`src/rtl/ascon_state_serializer_pkg.sv`:
```
// Types and helpers for the ASCON state read-out serializer.
// Holds the state type, read-out modes, FSM states and word-count helpers.
package ascon_state_serializer_pkg;

    // x0 occupies [319:256], x4 occupies [63:0]
    typedef logic [319:0] type_state;

    typedef enum logic [1:0] {
        SER_FULL   = 2'b00,
        SER_TAG    = 2'b01,
        SER_CIPHER = 2'b10,
        SER_RSVD   = 2'b11
    } ser_mode_t;

    typedef enum logic {
        ST_IDLE = 1'b0,
        ST_SEND = 1'b1
    } ser_state_t;

    localparam logic [3:0] SER_NW_FULL_32   = 4'd10;
    localparam logic [3:0] SER_NW_TAG_32    = 4'd4;
    localparam logic [3:0] SER_NW_CIPHER_32 = 4'd2;
    localparam logic [3:0] SER_NW_FULL_64   = 4'd5;
    localparam logic [3:0] SER_NW_TAG_64    = 4'd2;
    localparam logic [3:0] SER_NW_CIPHER_64 = 4'd1;

    function automatic logic [3:0] ser_nwords(
        input ser_mode_t mode,
        input int        word_w
    );
        logic [3:0] n;
        n = 4'd0;
        case (mode)
            SER_FULL:   n = (word_w == 32) ? SER_NW_FULL_32
                                           : SER_NW_FULL_64;
            SER_TAG:    n = (word_w == 32) ? SER_NW_TAG_32
                                           : SER_NW_TAG_64;
            SER_CIPHER: n = (word_w == 32) ? SER_NW_CIPHER_32
                                           : SER_NW_CIPHER_64;
            default:    n = 4'd0;
        endcase
        return n;
    endfunction

    // First word index of the burst; the tag starts at lane x3
    function automatic logic [3:0] ser_base(
        input ser_mode_t mode,
        input int        word_w
    );
        logic [3:0] b;
        b = 4'd0;
        if (mode == SER_TAG) begin
            b = (word_w == 32) ? 4'd6 : 4'd3;
        end
        return b;
    endfunction

endpackage

```
`src/rtl/ascon_state_serializer_if.sv`:
```
// Handshake bundle between the ASCON core, the serializer and the host side.
// master: drives load/mode/state and downstream ready; slave: the serializer.
interface ascon_state_serializer_if #(
    parameter int WORD_W = 32
);
    import ascon_state_serializer_pkg::*;

    logic              load_i;
    logic [1:0]        mode_i;
    type_state         state_i;
    logic              ready_o;
    logic [WORD_W-1:0] data_o;
    logic              valid_o;
    logic              ready_i;
    logic              last_o;
    logic              err_o;

    modport master (
        output load_i, mode_i, state_i, ready_i,
        input  ready_o, data_o, valid_o, last_o, err_o
    );

    modport slave (
        input  load_i, mode_i, state_i, ready_i,
        output ready_o, data_o, valid_o, last_o, err_o
    );

endinterface

```
`src/rtl/ascon_state_serializer.sv`:
```
// Snapshots the 320-bit ASCON state and streams FULL/TAG/CIPHER words out.
// Ports: clock_i, reset_i (sync, active high), bus (slave handshake bundle).
module ascon_state_serializer
    import ascon_state_serializer_pkg::*;
#(
    parameter int WORD_W = 32
) (
    input  logic                   clock_i,
    input  logic                   reset_i,
    ascon_state_serializer_if.slave bus
);

    localparam int NW = 320 / WORD_W;

    if (WORD_W != 32 && WORD_W != 64) begin : g_bad_width
        $error("ascon_state_serializer: WORD_W must be 32 or 64");
    end

    ser_state_t state_q, state_d;
    type_state  snap_q, snap_d;
    ser_mode_t  mode_q, mode_d;
    logic [3:0] cnt_q, cnt_d;
    logic       err_q, err_d;

    logic [3:0]        nw;
    logic [3:0]        idx;
    logic              last;
    logic [WORD_W-1:0] word;
    logic [WORD_W-1:0] words [NW];

    // Word 0 is the high half of x0 (big-endian order)
    for (genvar k = 0; k < NW; k++) begin : g_words
        assign words[k] = snap_q[319 - k*WORD_W -: WORD_W];
    end

    assign nw   = ser_nwords(mode_q, WORD_W);
    assign idx  = ser_base(mode_q, WORD_W) + cnt_q;
    assign last = (state_q == ST_SEND) && (cnt_q == nw - 4'd1);

    always_comb begin
        word = '0;
        for (int k = 0; k < NW; k++) begin
            if (idx == 4'(k)) word = words[k];
        end
    end

    assign bus.ready_o = (state_q == ST_IDLE);
    assign bus.valid_o = (state_q == ST_SEND);
    assign bus.last_o  = last;
    assign bus.data_o  = word;
    assign bus.err_o   = err_q;

    always_comb begin
        state_d = state_q;
        snap_d  = snap_q;
        mode_d  = mode_q;
        cnt_d   = cnt_q;
        err_d   = 1'b0;
        unique case (state_q)
            ST_IDLE: begin
                if (bus.load_i) begin
                    if (ser_mode_t'(bus.mode_i) == SER_RSVD) begin
                        err_d = 1'b1;
                    end else begin
                        snap_d  = bus.state_i;
                        mode_d  = ser_mode_t'(bus.mode_i);
                        cnt_d   = 4'd0;
                        state_d = ST_SEND;
                    end
                end
            end
            ST_SEND: begin
                if (bus.ready_i) begin
                    if (last) begin
                        cnt_d   = 4'd0;
                        state_d = ST_IDLE;
                    end else begin
                        cnt_d = cnt_q + 4'd1;
                    end
                end
            end
            default: state_d = ST_IDLE;
        endcase
    end

    always_ff @(posedge clock_i) begin
        if (reset_i) begin
            state_q <= ST_IDLE;
            snap_q  <= '0;
            mode_q  <= SER_FULL;
            cnt_q   <= 4'd0;
            err_q   <= 1'b0;
        end else begin
            state_q <= state_d;
            snap_q  <= snap_d;
            mode_q  <= mode_d;
            cnt_q   <= cnt_d;
            err_q   <= err_d;
        end
    end

endmodule

```
`src/flat_wrapper.sv`:
```
// flat-port wrapper written by rule: the top's interface ports become plain ports
module ascon_state_serializer_flat import ascon_state_serializer_pkg::*;
#(
    parameter int WORD_W = 32
)
  (clock_i, reset_i, bus_load_i, bus_mode_i, bus_state_i, bus_ready_i, bus_ready_o, bus_data_o, bus_valid_o, bus_last_o, bus_err_o);
  ascon_state_serializer_if #(.WORD_W(WORD_W)) bus_i ();
  input  logic clock_i;
  input  logic reset_i;
  input wire logic [$bits(bus_i.load_i)-1:0] bus_load_i;
  input wire logic [$bits(bus_i.mode_i)-1:0] bus_mode_i;
  input wire logic [$bits(bus_i.state_i)-1:0] bus_state_i;
  input wire logic [$bits(bus_i.ready_i)-1:0] bus_ready_i;
  output wire logic [$bits(bus_i.ready_o)-1:0] bus_ready_o;
  output wire logic [$bits(bus_i.data_o)-1:0] bus_data_o;
  output wire logic [$bits(bus_i.valid_o)-1:0] bus_valid_o;
  output wire logic [$bits(bus_i.last_o)-1:0] bus_last_o;
  output wire logic [$bits(bus_i.err_o)-1:0] bus_err_o;
  assign bus_i.load_i = bus_load_i;
  assign bus_i.mode_i = bus_mode_i;
  assign bus_i.state_i = bus_state_i;
  assign bus_i.ready_i = bus_ready_i;
  assign bus_ready_o = bus_i.ready_o;
  assign bus_data_o = bus_i.data_o;
  assign bus_valid_o = bus_i.valid_o;
  assign bus_last_o = bus_i.last_o;
  assign bus_err_o = bus_i.err_o;
  ascon_state_serializer #(.WORD_W(WORD_W)) u_core (.clock_i(clock_i), .reset_i(reset_i), .bus(bus_i));
endmodule
```
`config.mk`:
```
export PLATFORM = sky130hd
export DESIGN_NAME = ascon_state_serializer_flat
export DESIGN_NICKNAME = d
export VERILOG_FILES = /design/src/rtl/ascon_state_serializer_pkg.sv /design/src/rtl/ascon_state_serializer_if.sv /design/src/rtl/ascon_state_serializer.sv /design/src/flat_wrapper.sv
export SDC_FILE = /design/constraint.sdc
export NUM_CORES = 1
export LEC_CHECK = 0
export ABC_AREA = 1
export CELL_PAD_IN_SITES_DETAIL_PLACEMENT = 0
export CELL_PAD_IN_SITES_GLOBAL_PLACEMENT = 1
export CORE_UTILIZATION = 37
export CTS_BUF_LIST = sky130_fd_sc_hd__clkbuf_16
export CTS_CLUSTER_SIZE = 28
export DETAILED_ROUTE_END_ITERATION = 12
export GPL_TIMING_DRIVEN = 0
export PLACE_DENSITY = 0.85
export REMOVE_ABC_BUFFERS = 1
export SETUP_SLACK_MARGIN = 0.02
export SYNTH_ARGS = -nofsm -noshare
export SYNTH_HDL_FRONTEND = slang
export SYNTH_SLANG_ARGS = --single-unit
```
`constraint.sdc`:
```
create_clock -name clock_i -period 6.11 [get_ports clock_i]
set_clock_uncertainty 0.2 [all_clocks]
set_input_delay 1.222 -clock clock_i [delete_from_list [all_inputs] [get_ports clock_i]]
set_output_delay 1.222 -clock clock_i [all_outputs]
set_load 0.01 [all_outputs]
```
==> Word-level counts from Yosys, hierarchy flattened <==
Index checks and enable logic that the tools add are counted.
{ "totals": {"reg_bits": 328, "in_bits": 326, "output_inout_bits": 36, "elab_cells": 56} }
{ "op_classes": {"add_sub_neg": 3, "eq_ne": 16, "muxes": 23, "bitwise_logic": 3, "reduce_logical": 6} }
{ "op_table": {"columns": ["cell", "n"], "rows": [
  ["$mux 32", 10],
  ["$eq 4x3->1 const B", 4],
  ["$mux 4", 4],
  ["$pmux 4 s3", 1],
  ["$eq 4x2->1 const B", 2],
  ["$eq 4x4->1 const B", 2],
  ["$pmux 4 s2", 1],
  ["$ne 2x2->1 const B", 3],
  ["$reduce_and 3->1", 2],
  ["$mux 1", 5],
  ["$add 3x4->4", 1],
  ["$add 4x1->4 const B", 1],
  ["$eq 2x2->1 const B", 2],
  ["$eq 4x1->1 const B", 1],
  ["$eq 4x4->1", 1],
  ["$logic_not 4->1", 1],
  ["$sub 4x1->4 const B", 1],
  ["$mux 3", 1],
  ["$not 1->1", 3],
  ["$reduce_or 3->1", 1],
  ["$eq 2x1->1 const B", 1],
  ["$logic_not 2->1", 1],
  ["$pmux 1 s2", 1],
  ["$logic_and 1x1->1", 1]
]} }

==> Logic depth before layout (Yosys ltp) <==
{ "depth": {"word_depth": 14, "mapped_depth": 18, "ltp_nobuf": 17} }

==> Least setup slack after synthesis <==
Ideal clock, no wire load.
{ "synth_path": {"path_type": "reg2out", "from": "register u_core.mode_q[1]", "to": "output port bus_data_o[1]", "arrival_time_ns": 2.189, "setup_slack_ns": 2.499, "path_stages_with_launch": 14, "path_buffers": 2, "cell_sequence": "dfxtp_1 inv_1 ha_1 xor2_1 ha_1 inv_2 clkbuf_1 buf_1 nand4_1 nand3_1 nor2_1 nand4_1 nand2_1 nand3_1"} }
{ "synth_between": {"elab_chain_cells": 14, "elab_cells_between_ends": 23} }
{ "synth_lines": {"columns": ["item", "line_no", "rtl"], "rows": [
  ["start, declared", "ascon_state_serializer.sv:21", "ser_mode_t mode_q, mode_d;"],
  ["start signal, assigned", "ascon_state_serializer.sv:96", "mode_q <= mode_d;"],
  ["$eq 2x1->1 (*)", "ascon_state_serializer_pkg.sv:52", "if (mode == SER_TAG) begin"],
  ["$mux 3 (*)", "ascon_state_serializer_pkg.sv:52", null],
  ["$add 3x4->4 (*)", "ascon_state_serializer.sv:37", "assign idx = ser_base(mode_q, WORD_W) + cnt_q;"],
  ["$logic_not 4->1", "ascon_state_serializer.sv:43", "if (idx == 4'(k)) word = words[k];"],
  ["$mux 32 (9 in series)", "ascon_state_serializer.sv:43", null],
  ["$mux 32 (*)", "ascon_state_serializer.sv:43", null],
  ["end, declared", "flat_wrapper.sv:15", "output wire logic [$bits(bus_i.data_o)-1:0] bus_data_o;"]
]} }
Every way passes the cells marked *; elsewhere a longest branch is shown, timed or not.

==> Worst setup path in the final report <==
{ "layout_path": {"from": "register u_core.mode_q[1]", "to": "output port bus_data_o[30]"} }
The elaborated chain is that of the path after synthesis.

==> results.sh <==
export IMPL_worst_pin_slew_ns=0.925
export IMPL_antenna_found_initial=9
export IMPL_rows=70
export IMPL_synth_compound_area_frac=0.143
export IMPL_grt_pass1_wl_um=70300
export IMPL_crit_type="flip-flop to output pin"
export IMPL_port_buffers=361
export IMPL_status="completed"
export IMPL_grt_max_degree=158
export IMPL_area_growth_pct=37.8
export IMPL_synth_area_um2=14000
export IMPL_avgSynthCellArea_um2=6.95
export IMPL_place_gp_congestion=0.768
export IMPL_wl_um=45200
export IMPL_place_hpwl_um=30000
export IMPL_cts_root_buffer="clkbuf_16"
export IMPL_initial_utilization=0.378
export IMPL_dieWidth_um=196
export IMPL_power_density_nw_per_um2=283
export IMPL_leakage_nw=7.54
export IMPL_max_cap_viol_count=0
export IMPL_path_max_fanout=41
export IMPL_muxShareOfSynthArea=0
export IMPL_clk_path_buf_depth=3
export IMPL_clk_insertion_delay_late_ns=0.52
export IMPL_globalRouteTotalUtil=0.230
export IMPL_timing_final_ws_setup_ns=0.310
export IMPL_end_kind="output pin"
export IMPL_yosys_area_share_simple=0.309
export IMPL_synth_top_family_by_area="simple AND/OR/NAND/NOR gates"
export IMPL_core_area_um2=36900
export IMPL_hold_viol=0
export IMPL_ys_top_cells_by_area="dfxtp_1 47%, nor2_1 17%, o21ai_0 12%"
export IMPL_ys_ff_latch=328
export IMPL_place_ws_ns=0.351
export IMPL_worstSetupStartpointType="flip-flop"
export IMPL_irDropWorstVdd_mv=0.183
export IMPL_grt_setup_unrepaired="false"
export IMPL_cts_tree="done"
export IMPL_fin_setup_tns_ns=0
export IMPL_synth_top_area_share=0.471
export IMPL_setup_viol=0
export IMPL_grt_ovfl_total=0
export IMPL_cts_clk_slew_worst_paths_ns=0.05
export IMPL_cts_buffers=37
export IMPL_relSlewSlack=0.382
export IMPL_ant_nets=0
export IMPL_yosysTopAreaCell="dfxtp_1"
export IMPL_die_area_um2=38500
export IMPL_worstPathRequired_ns=4.69
export IMPL_routedWlPerCell_um=16.0
export IMPL_viasPerCell=4.93
export IMPL_synth_cell_types=26
export IMPL_h_tree_depth=2
export IMPL_slew_viol_final=0
export IMPL_final_cells=2820
export IMPL_cts_num_sinks=328
export IMPL_synth_xor_area_share=0.00188
export IMPL_yosys_warnings=0
export IMPL_syn_instance_count=2008
export IMPL_die_height_um=196
export IMPL_seq_area_frac_synth=0.471
export IMPL_vias=13911
export IMPL_grt_pass1_vias=13029
export IMPL_arrival_ns=4.38
export IMPL_max_clock_freq_mhz=172
export IMPL_synthAdderAreaFrac=0.00448
export IMPL_drt_pass1_iterations=5
export IMPL_drt_iter0_drc=839
export IMPL_drive_gt1_frac=0.0420
export IMPL_ctsHoldBuffers=0
export IMPL_post_route_min_period_ns=5.80
export IMPL_drc=0
export IMPL_hold_path_class="flip-flop to flip-flop"
export IMPL_dp_cells=2746
export IMPL_io_pins=362
export IMPL_fin_nets=2622
export IMPL_fin_crit_sh=0.949
## per-layer routing
layer	part of all wire	wire length [um]	vias up	track usage
met2	0.49	22000	335	0.405
met1	0.42	19100	6396	0.279
met3	0.068	3090	66	0.0567
li1	-	-	7106	-
met4	0.018	832	8	0.0616
met5	0.0011	51	-	0
## cell type report
type                    instances  area (um2)
diodes                          5        12.5
clock buffers                  37         926
clock inverters                22         113
fillers                      3716       17600
inverters                      83         327
multi-input cells            1449        6440
flip-flops and latches        328        6570
well taps                     504         631
repair buffers                392        4220
## worst paths after layout
check	from	end	slack [ns]	depth (start not counted)
worst min register to register	u_core.snap_q[98]	u_core.snap_q[98]	0.25	2
worst max register to register	u_core.bus.valid_o	u_core.cnt_q[1]	2.79	11
worst max-delay path	u_core.mode_q[1]	bus_data_o[30]	0.31	16
worst min-delay path	u_core.snap_q[98]	u_core.snap_q[98]	0.25	2
## worst max-delay path: stages, from the launching register on
cell and delay (ns):
dfxtp_1 0.34, inv_1 0.08, ha_1 0.24, xor2_1 0.16, ha_1 0.18, inv_1 0.07, nand2_1 0.06, nand2_1 0.08
nand2_2 0.38, buf_12 0.36, nand2_4 0.20, nor2_4 0.07, inv_2 0.67, nor2_1 0.08, nor2_1 0.17, nand4_1 0.15
clkdlybuf4s50_1 0.52
## what timing repair did
item / in CTS / in global routing
pin swaps: 1 / 4
setup buffers: 0 / 9
cloned: 1 / 0
setup endpoints to repair: 28 / 13
gates resized for setup: 2 / 0
## layout by cell type (no fill, tap or decap), drive strengths merged, types with 3 or more instances in the layout
| cell type | count |
|---|---|
| clkbuf | 37 |
| diode | 5 |
| dfxtp | 328 |
| nor2 | 652 |
| nand2 | 251 |
| inv | 91 |
| clkdlybuf4s50 | 361 |
| nand4 | 125 |
| clkinv | 13 |
| nand3 | 11 |
| a21oi | 74 |
| xor2 | 3 |
| o21ai | 323 |
| ha | 5 |
| buf | 31 |
## sequential cells by signal (all words and copies together) (netlist names)
signal / cells
u_core.snap_q: 320
u_core.cnt_q: 4
u_core.mode_q: 2
u_core.bus.err_o: 1
u_core.bus.valid_o: 1
## stage by stage
step	cell area (um2)	power, W	util	hold WS [ns]
floorplan	13300	0.00301	-	0.232
global placement	17500	0.00349	0.475	0.239
detailed placement	18100	0.00350	0.490	0.244
CTS	19100	0.00550	0.519	0.253
global route	19200	0.00571	0.521	0.265
finish	19200	0.00543	0.522	0.252
## kinds of logic (layout without fill, tap and decap cells)
family | Yosys count | count (layout)
simple gates | 1042 | 1043
compound gates | 398 | 398
flops | 328 | 328
buf+inv | 232 | 534
fa+ha+maj | 5 | 5
xor+xnor | 3 | 3
other cells | 0 | 5
## power breakdown
part / internal, W / leakage (nW) / switching, W
clock: 0.00113 / 0.544 / 0.000853
sequential: 0.00235 / 2.72 / 0.0000941
combinational: 0.000480 / 4.28 / 0.000526
## cell usage after synthesis
| cell | number |
|---|---|
| inv_2 | 8 |
| nand2_1 | 249 |
| inv_1 | 74 |
| a211oi_1 | 1 |
| nor4_1 | 1 |
| nand2_4 | 1 |
| buf_1 | 7 |
| buf_4 | 7 |
| nand2_2 | 1 |
| o21ai_0 | 323 |
| nor2_2 | 6 |
| nor2_4 | 3 |
| clkinv_1 | 1 |
| nor2_1 | 642 |
| or2_2 | 1 |
| ha_1 | 5 |
| clkbuf_1 | 77 |
| nor3_4 | 1 |
| nor3_2 | 1 |
| nand3_1 | 11 |
| dfxtp_1 | 328 |
| buf_6 | 4 |
| xor2_1 | 3 |
| a21oi_1 | 74 |
| nand4_1 | 125 |
| buf_2 | 54 |
No activity file was read; power rests on OpenSTA's default activity.
